--- src/rtl/dip_switch_scan_ctrl.sv ---
// -----------------------------------------------------------------------------
// dip_switch_scan_ctrl
//   Synchronises and debounces a 64-bit active-low DIP switch bank and holds a
//   stable snapshot for the CPU. Raises a level interrupt whenever the
//   debounced snapshot changes. A control/status word lets software enable
//   the interrupt and acknowledge it (write-1-to-clear).
//
// Ports
//   clk      : system clock
//   reset    : synchronous active-high reset
//   Addr     : bridge address, only Addr[3:2] decoded
//   WE       : bridge write enable for this device
//   WD       : bridge write data
//   In0..In7 : raw switch groups, active-low, asynchronous to clk
//   RD       : read data, combinational on Addr[3:2]
//   IRQ      : interrupt request, pending & enable
// -----------------------------------------------------------------------------
module dip_switch_scan_ctrl #(
  parameter int               CNT_W    = 20,
  parameter logic [CNT_W-1:0] DEBOUNCE = CNT_W'(1000000)
) (
  input  logic        clk,
  input  logic        reset,
  input  logic [31:0] Addr,
  input  logic        WE,
  input  logic [31:0] WD,
  input  logic [7:0]  In0,
  input  logic [7:0]  In1,
  input  logic [7:0]  In2,
  input  logic [7:0]  In3,
  input  logic [7:0]  In4,
  input  logic [7:0]  In5,
  input  logic [7:0]  In6,
  input  logic [7:0]  In7,
  output logic [31:0] RD,
  output logic        IRQ
);

  localparam logic [CNT_W-1:0] LP_LAST = DEBOUNCE - CNT_W'(1);

  typedef enum logic {ST_IDLE, ST_SETTLE} state_t;

  state_t           r_state;
  logic [63:0]      r_sync1;
  logic [63:0]      r_sync2;
  logic [63:0]      r_cand;
  logic [63:0]      r_stable;
  logic [CNT_W-1:0] r_cnt;
  logic             r_pending;
  logic             r_enable;

  logic [63:0] w_raw;
  logic        w_csr_wr;
  logic        w_window_done;
  logic        w_commit;
  logic        w_unused;

  assign w_raw    = {In7, In6, In5, In4, In3, In2, In1, In0};
  assign w_csr_wr = WE && (Addr[3:2] == 2'b10);

  // The window closes when the candidate has held for the full count; it only
  // commits if the candidate actually differs from the current snapshot.
  assign w_window_done = (r_state == ST_SETTLE) && (r_sync2 == r_cand) &&
                         (r_cnt == LP_LAST);
  assign w_commit      = w_window_done && (r_cand != r_stable);

  assign w_unused = ^{Addr[31:4], Addr[1:0], WD[31:2]};

  always_ff @(posedge clk) begin
    if (reset) begin
      r_sync1   <= '1;
      r_sync2   <= '1;
      r_cand    <= '1;
      r_stable  <= '1;
      r_cnt     <= '0;
      r_state   <= ST_IDLE;
      r_pending <= 1'b0;
      r_enable  <= 1'b0;
    end else begin
      r_sync1 <= w_raw;
      r_sync2 <= r_sync1;

      case (r_state)
        ST_IDLE: begin
          if (r_sync2 != r_stable) begin
            r_cand  <= r_sync2;
            r_cnt   <= '0;
            r_state <= ST_SETTLE;
          end
        end
        ST_SETTLE: begin
          if (r_sync2 != r_cand) begin
            // Any bounce restarts the window on the new value.
            r_cand <= r_sync2;
            r_cnt  <= '0;
          end else if (w_window_done) begin
            if (w_commit) r_stable <= r_cand;
            r_state <= ST_IDLE;
          end else begin
            r_cnt <= r_cnt + CNT_W'(1);
          end
        end
        default: r_state <= ST_IDLE;
      endcase

      if (w_csr_wr) begin
        r_enable <= WD[1];
        if (WD[0]) r_pending <= 1'b0;
      end
      // Placed after the clear so a same-edge commit wins.
      if (w_commit) r_pending <= 1'b1;
    end
  end

  always_comb begin
    RD = 32'h0;
    case (Addr[3:2])
      2'b00:   RD = ~r_stable[63:32];
      2'b01:   RD = ~r_stable[31:0];
      2'b10:   RD = {30'b0, r_enable, r_pending};
      default: RD = 32'h0;
    endcase
  end

  assign IRQ = r_pending & r_enable;

endmodule

--- config.mk ---
export PLATFORM = sky130hd
export DESIGN_NAME = dip_switch_scan_ctrl
export DESIGN_NICKNAME = d
export VERILOG_FILES = /design/src/rtl/dip_switch_scan_ctrl.sv
export SDC_FILE = /design/constraint.sdc
export NUM_CORES = 1
export LEC_CHECK = 0
export ABC_AREA = 1
export CORE_ASPECT_RATIO = 1.2
export CORE_MARGIN = 1
export CORE_UTILIZATION = 51
export CTS_BUF_LIST = sky130_fd_sc_hd__clkbuf_16
export DETAILED_ROUTE_END_ITERATION = 8
export PLACE_DENSITY = 0.77
export SETUP_SLACK_MARGIN = 0.2
export SKIP_LAST_GASP = 1
export SYNTH_ARGS = -nofsm -noshare
export SYNTH_HDL_FRONTEND = slang
export SYNTH_SLANG_ARGS = --single-unit
--- constraint.sdc ---
create_clock -name clk -period 1.8 [get_ports clk]
set_input_delay 0.18 -clock clk [delete_from_list [all_inputs] [get_ports clk]]
set_output_delay 0.18 -clock clk [all_outputs]
set_load 0.02 [all_outputs]
==> results of run 1 <==
## through the flow
step           instances  cell area (sq um)  setup WS [ps]
2_1_floorplan       1928              13700           18.2
3_3_place_gp        2676              17800           -385
3_5_place_dp        2676              17800           -401
4_1_cts             2786              20500           -312
## cells in the mapped netlist, types with 2 or more instances
cell type / n / area [sq um]
nand2_1: 577 / 2170
o221ai_1: 2 / 17.5
xor2_1: 32 / 280
buf_1: 2 / 7.51
nor2_1: 173 / 649
buf_4: 12 / 90.1
buf_2: 13 / 65.1
a21oi_1: 20 / 100
or2_2: 134 / 838
o211ai_1: 58 / 435
o22ai_1: 31 / 194
nor4_1: 2 / 12.5
xnor2_1: 57 / 499
nand3b_1: 2 / 15.0
inv_1: 174 / 653
nand4_1: 102 / 638
nand2_2: 2 / 12.5
buf_6: 6 / 67.6
o21ai_0: 24 / 120
nor3_1: 16 / 80.1
and2_1: 3 / 18.8
dfxtp_1: 279 / 5590
inv_2: 19 / 71.3
clkbuf_1: 50 / 188
nor2_2: 3 / 18.8
nand3_1: 127 / 636
## logic make-up after synthesis
| kind of cell | share of synthesized area [%] |
|---|---|
| compound gates | 6.53 |
| buf+inv | 8.44 |
| simple gates | 37.9 |
| xor+xnor | 5.76 |
| flops | 41.3 |
| fa+ha+maj | 0.0924 |
## layer usage
| metal | global-route usage (%) | GRT overflow |
|---|---|---|
| met1 | 78.5 | 6 |
| met2 | 88.5 | 48 |
| met3 | 69.1 | 4 |
| met4 | 70.6 | 43 |
| met5 | 51.1 | 0 |
## repair_timing
action                                  4_1_cts
endpoints found under the hold margin         2
setup buffers                                36
hold buffers                                  1
gates cloned                                 21
pin swaps                                    45
gates resized for setup                     417
endpoints found under the setup margin      183
==> results by group, run 1 <==
Run status
  • Halt point of the flow: 5_1_grt
  • Status: stopped before the end
  • Err: [ERROR GRT-0232] Routing congestion too high. Check the congestion heatmap in the GUI.

Logic synthesis
  • Synthesized area per cell: 7.02 sq um
  • Yosys warns: 0
  • Synth Flop Type: dfxtp_1
  • Yosys reg bits: around 280
  • EDFF count, synth: 0
  • Net count after synthesis: 2060
  • Syn Inst Count: 1928
  • Post-Syn Area: 13500 sq um
  • Post-synthesis cell type count: 34
  • Seq/Total Area, Yosys: 41.3%
  • Ys async rst share: 0%

Clocking
  • Clk sinks: ~280
  • Max clock buf depth: 3
  • CTS H-tree depth: 1
  • Root buffer cell: clkbuf_16
  • TritonCTS buffer count: 29

Die
  • # rows: 64
  • Top Ports: 164
  • Starting Density: 52.5%
  • Die Ht: 180 microns
  • Chip width: 151 microns

Placement
  • Final Wtd Congestion: 1.10
  • Post-DP HPWL: 36300 microns
  • # port buffers: 103

Global route
  • Gr ovfl total: 101
  • Largest net degree at the start of global routing: 63
  • GRT Util Overall: 77.6%

STA
  • WEP type: sequential cell input
  • Crit. endpoint post-GRT repair: r_stable[3]$_SDFFE_PP1P_/D
==> run 2: changes to the inputs <==
CORE_ASPECT_RATIO = default   (was 1.2)
CORE_UTILIZATION = 40   (was 51)
CTS_BUF_LIST = default   (was sky130_fd_sc_hd__clkbuf_16)
PLACE_DENSITY = default   (was 0.77)
PLACE_DENSITY_LB_ADDON = 0.15   (was default)
SETUP_SLACK_MARGIN = default   (was 0.2)
clock period = 2.3 ns   (was 1.8 ns; I/O delays follow)
==> run 2 against run 1 <==
  * The run now ends clean
  * Synthesized cell count did not move
  * Area after synthesis did not move
==> results by group, run 2 <==
Placement
  • Dpl ws: 1.18 ps
  • Final Wtd Congestion: 1.02
  • Placed instance area: 15800 sq um
  • Post-DP HPWL: around 35000 microns
  • # port buffers: slightly above 100

Die
  • # rows: 66
  • Core region area: 32900 sq um
  • Starting Density: 41.1%
  • Die Ht: between 150 and 200 microns
  • Top Ports: approximately 160
  • Die ar.: 34600 sq um
  • Chip width: about 190 microns

Route
  • Vias: 13200
  • Final WL: 46200 microns
  • Drt wl/cell: 17.9 microns
  • Post-route ant nets: 0
  • Vias per Instance: 5.11
  • DRT Pass-1 Iters: 6
  • Drt drc: 0
  • Initial DRC count: 1180

Final layout
  • Nets: 2237
  • Final non-filler cell area: about 17000 sq um
  • Commonest non-fill, non-tap cell in the layout: nand2_1
  • Commonest non-fill, non-tap cells in the layout: nand2_1, dfxtp_1, inv_1
  • Multi-input logic area: roughly 6900 sq um
  • Area Growth Syn to Fin: 26.3%
  • Sequential cell area: between 5000 and 6000 sq um
  • Layout Utilization: 51.9%
  • Filler cell count: around 3200
  • Layout cells sized above 1: 16.7%
  • Antenna cells: 0

Clocking
  • Max clock buf depth: 3
  • CTS tree: yes
  • CTS H-tree depth: 1
  • Post-CTS Setup Bufs: 0
  • Worst-Skew Late Latency: about 600 ps
  • Root buffer cell: clkbuf_16
  • Clock transition at path regs: 70 ps
  • TritonCTS buffer count: 31
  • Clk sinks: roughly 280

Logic synthesis
  • Commonest cells post-synth: nand2_1, dfxtp_1, inv_1
  • Ys async rst share: 0%
  • Synth top area share: between 40% and 50%
  • EDFF count, synth: 0
  • Syn Inst Count: between 1500 and 2000
  • Yosys reg bits: roughly 280
  • Seq/Total Area, Yosys: 41.3%
  • Largest area contributor in the netlist: dfxtp_1
  • Post-synthesis cell type count: 34
  • Yosys warns: 0
  • Most frequent cell after synthesis: nand2_1
  • Synthesized area per cell: 7.02 sq um
  • Post-Syn Area: 13500 sq um
  • Synth Flop Type: dfxtp_1
  • Largest cells by area after synthesis: dfxtp_1, nand2_1, or2_2
  • Net count after synthesis: 2060

Power and ir drop
  • Power Density: 677 nW/um^2
  • Max IR drop VDD: 0.590 mV
  • Leakage power: 8.63 nW

Global route
  • GRT Util Overall: between 20 and 30%
  • Gr ovfl total: 0
  • Global-route wire length before repair: about 70000 microns
  • Vias in the first global route: 12300
  • Initial antenna violation count: 1
  • Largest net degree at the start of global routing: 82

STA
  • Setup Skew: 18.0 ps
  • Final slew viol count: 0
  • Final WS setup: around 20 ps
  • Final setup vio count: 0
  • Final worst-path cycle share: 99.1%
  • Relative slew slack: between 50% and 60%
  • Fmax: 0.439 GHz
  • Fin. Hold Viols: 0
  • RSZ-0062 raised after global routing: yes
  • Minimum clock period: 2280 ps
  • Worst-Margin Slew: 657 ps

Setup path
  • CP startpoint kind: register
  • Slowest stage delay, CP: around 670 ps
  • CP Class: register to output port
  • Worst path required time: 2070 ps
  • Crit-path slowest cell: clkdlybuf4s50_1
  • Capturing element type of the critical path: output port
  • CP delay by family, top: buffers and inverters
  • Worst path bufs/invs: 2
  • Worst-path fanout max: 3
  • Critical Path AT: a little over 2000 ps
  • CP Cell Sequence: buf_4 > o22ai_1 > clkdlybuf4s50_1

Min path
  • Hold crit path type: input port to register

Run
  • # Max-Cap Violations: 0

Run status
  • Status: completed
[run 2: cell counts after synthesis]
No cell type changed its count.
[run 2: worst reg2reg max path, cell delays in order (launching register included)]
cell	delay [ps]
dfxtp_1	380
inv_1	70
buf_4	130
nand2_1	120
nand2_1	70
nor2_1	140
nand4_1	220
nor2_4	200
nand3_4	140
inv_4	120
nand3_4	150
clkbuf_16	250
nand2_1	80
nand3_1	60
[run 2: cell families after synthesis]
group           count (synthesis)  synth area share [%]
compound gates                137                  6.53
flops                         279                  41.3
xor+xnor                       89                  5.76
buf+inv                       276                  8.44
simple gates                 1146                  37.9
fa+ha+maj                       1                0.0924
[run 2: timing repair]
| item | 4_1_cts | 5_1_grt |
|---|---|---|
| endpoints found under the setup margin | 12 | 149 |
| hold buffers | 0 | 0 |
| hold endpoints to repair | 0 | 0 |
| pin swaps | 1 | 3 |
| gates cloned | 0 | 1 |
| resized for setup | 2 | 29 |
[run 2: through the flow]
step	hold WS [ps]	power [mW]	cells	TNS, ps
final	160	11.6	2572	0
after global routing	185	12.0	2572	-543
after CTS	162	11.7	2571	0
after detailed placement	393	6.15	2513	0
after global placement	392	6.15	2513	0
after floorplan	334	5.72	1928	0
[run 2: worst paths after layout]
path,depth (start not counted),startpoint,end,slack (ps)
min reg2reg,1,r_sync1[26]$_SDFF_PP1_,r_sync2[26]$_SDFF_PP1_,400
max reg2reg,13,r_sync2[5]$_SDFF_PP1_,r_stable[21]$_SDFFE_PP1P_,50
max,3,r_stable[12]$_SDFFE_PP1P_,RD[12],20
min,3,reset,r_stable[39]$_SDFFE_PP1P_,160
[run 2: final cells by class]
type | instances | area share (%)
clock inverter | 18 | 1.73
multi-input combinational | 1373 | 40.3
clock buffer | 40 | 4.91
timing repair buffer | 227 | 12.8
tap | 442 | 3.24
sequential | 279 | 32.7
inverter | 193 | 4.27
[run 2: power by group]
group	internal, mW	switching, mW
Combinational	0.439	0.557
Clock	3.38	2.13
Sequential	4.97	0.103
Total	8.79	2.79
[run 2: metal layers]
layer | share of wire, % | track usage, %
met1 | 44 | 35.9
met5 | 0.020 | 0
met4 | 3.4 | 9.18
met2 | 46 | 43.9
met3 | 7.0 | 4.32
No activity file was read; power rests on OpenSTA's default activity.
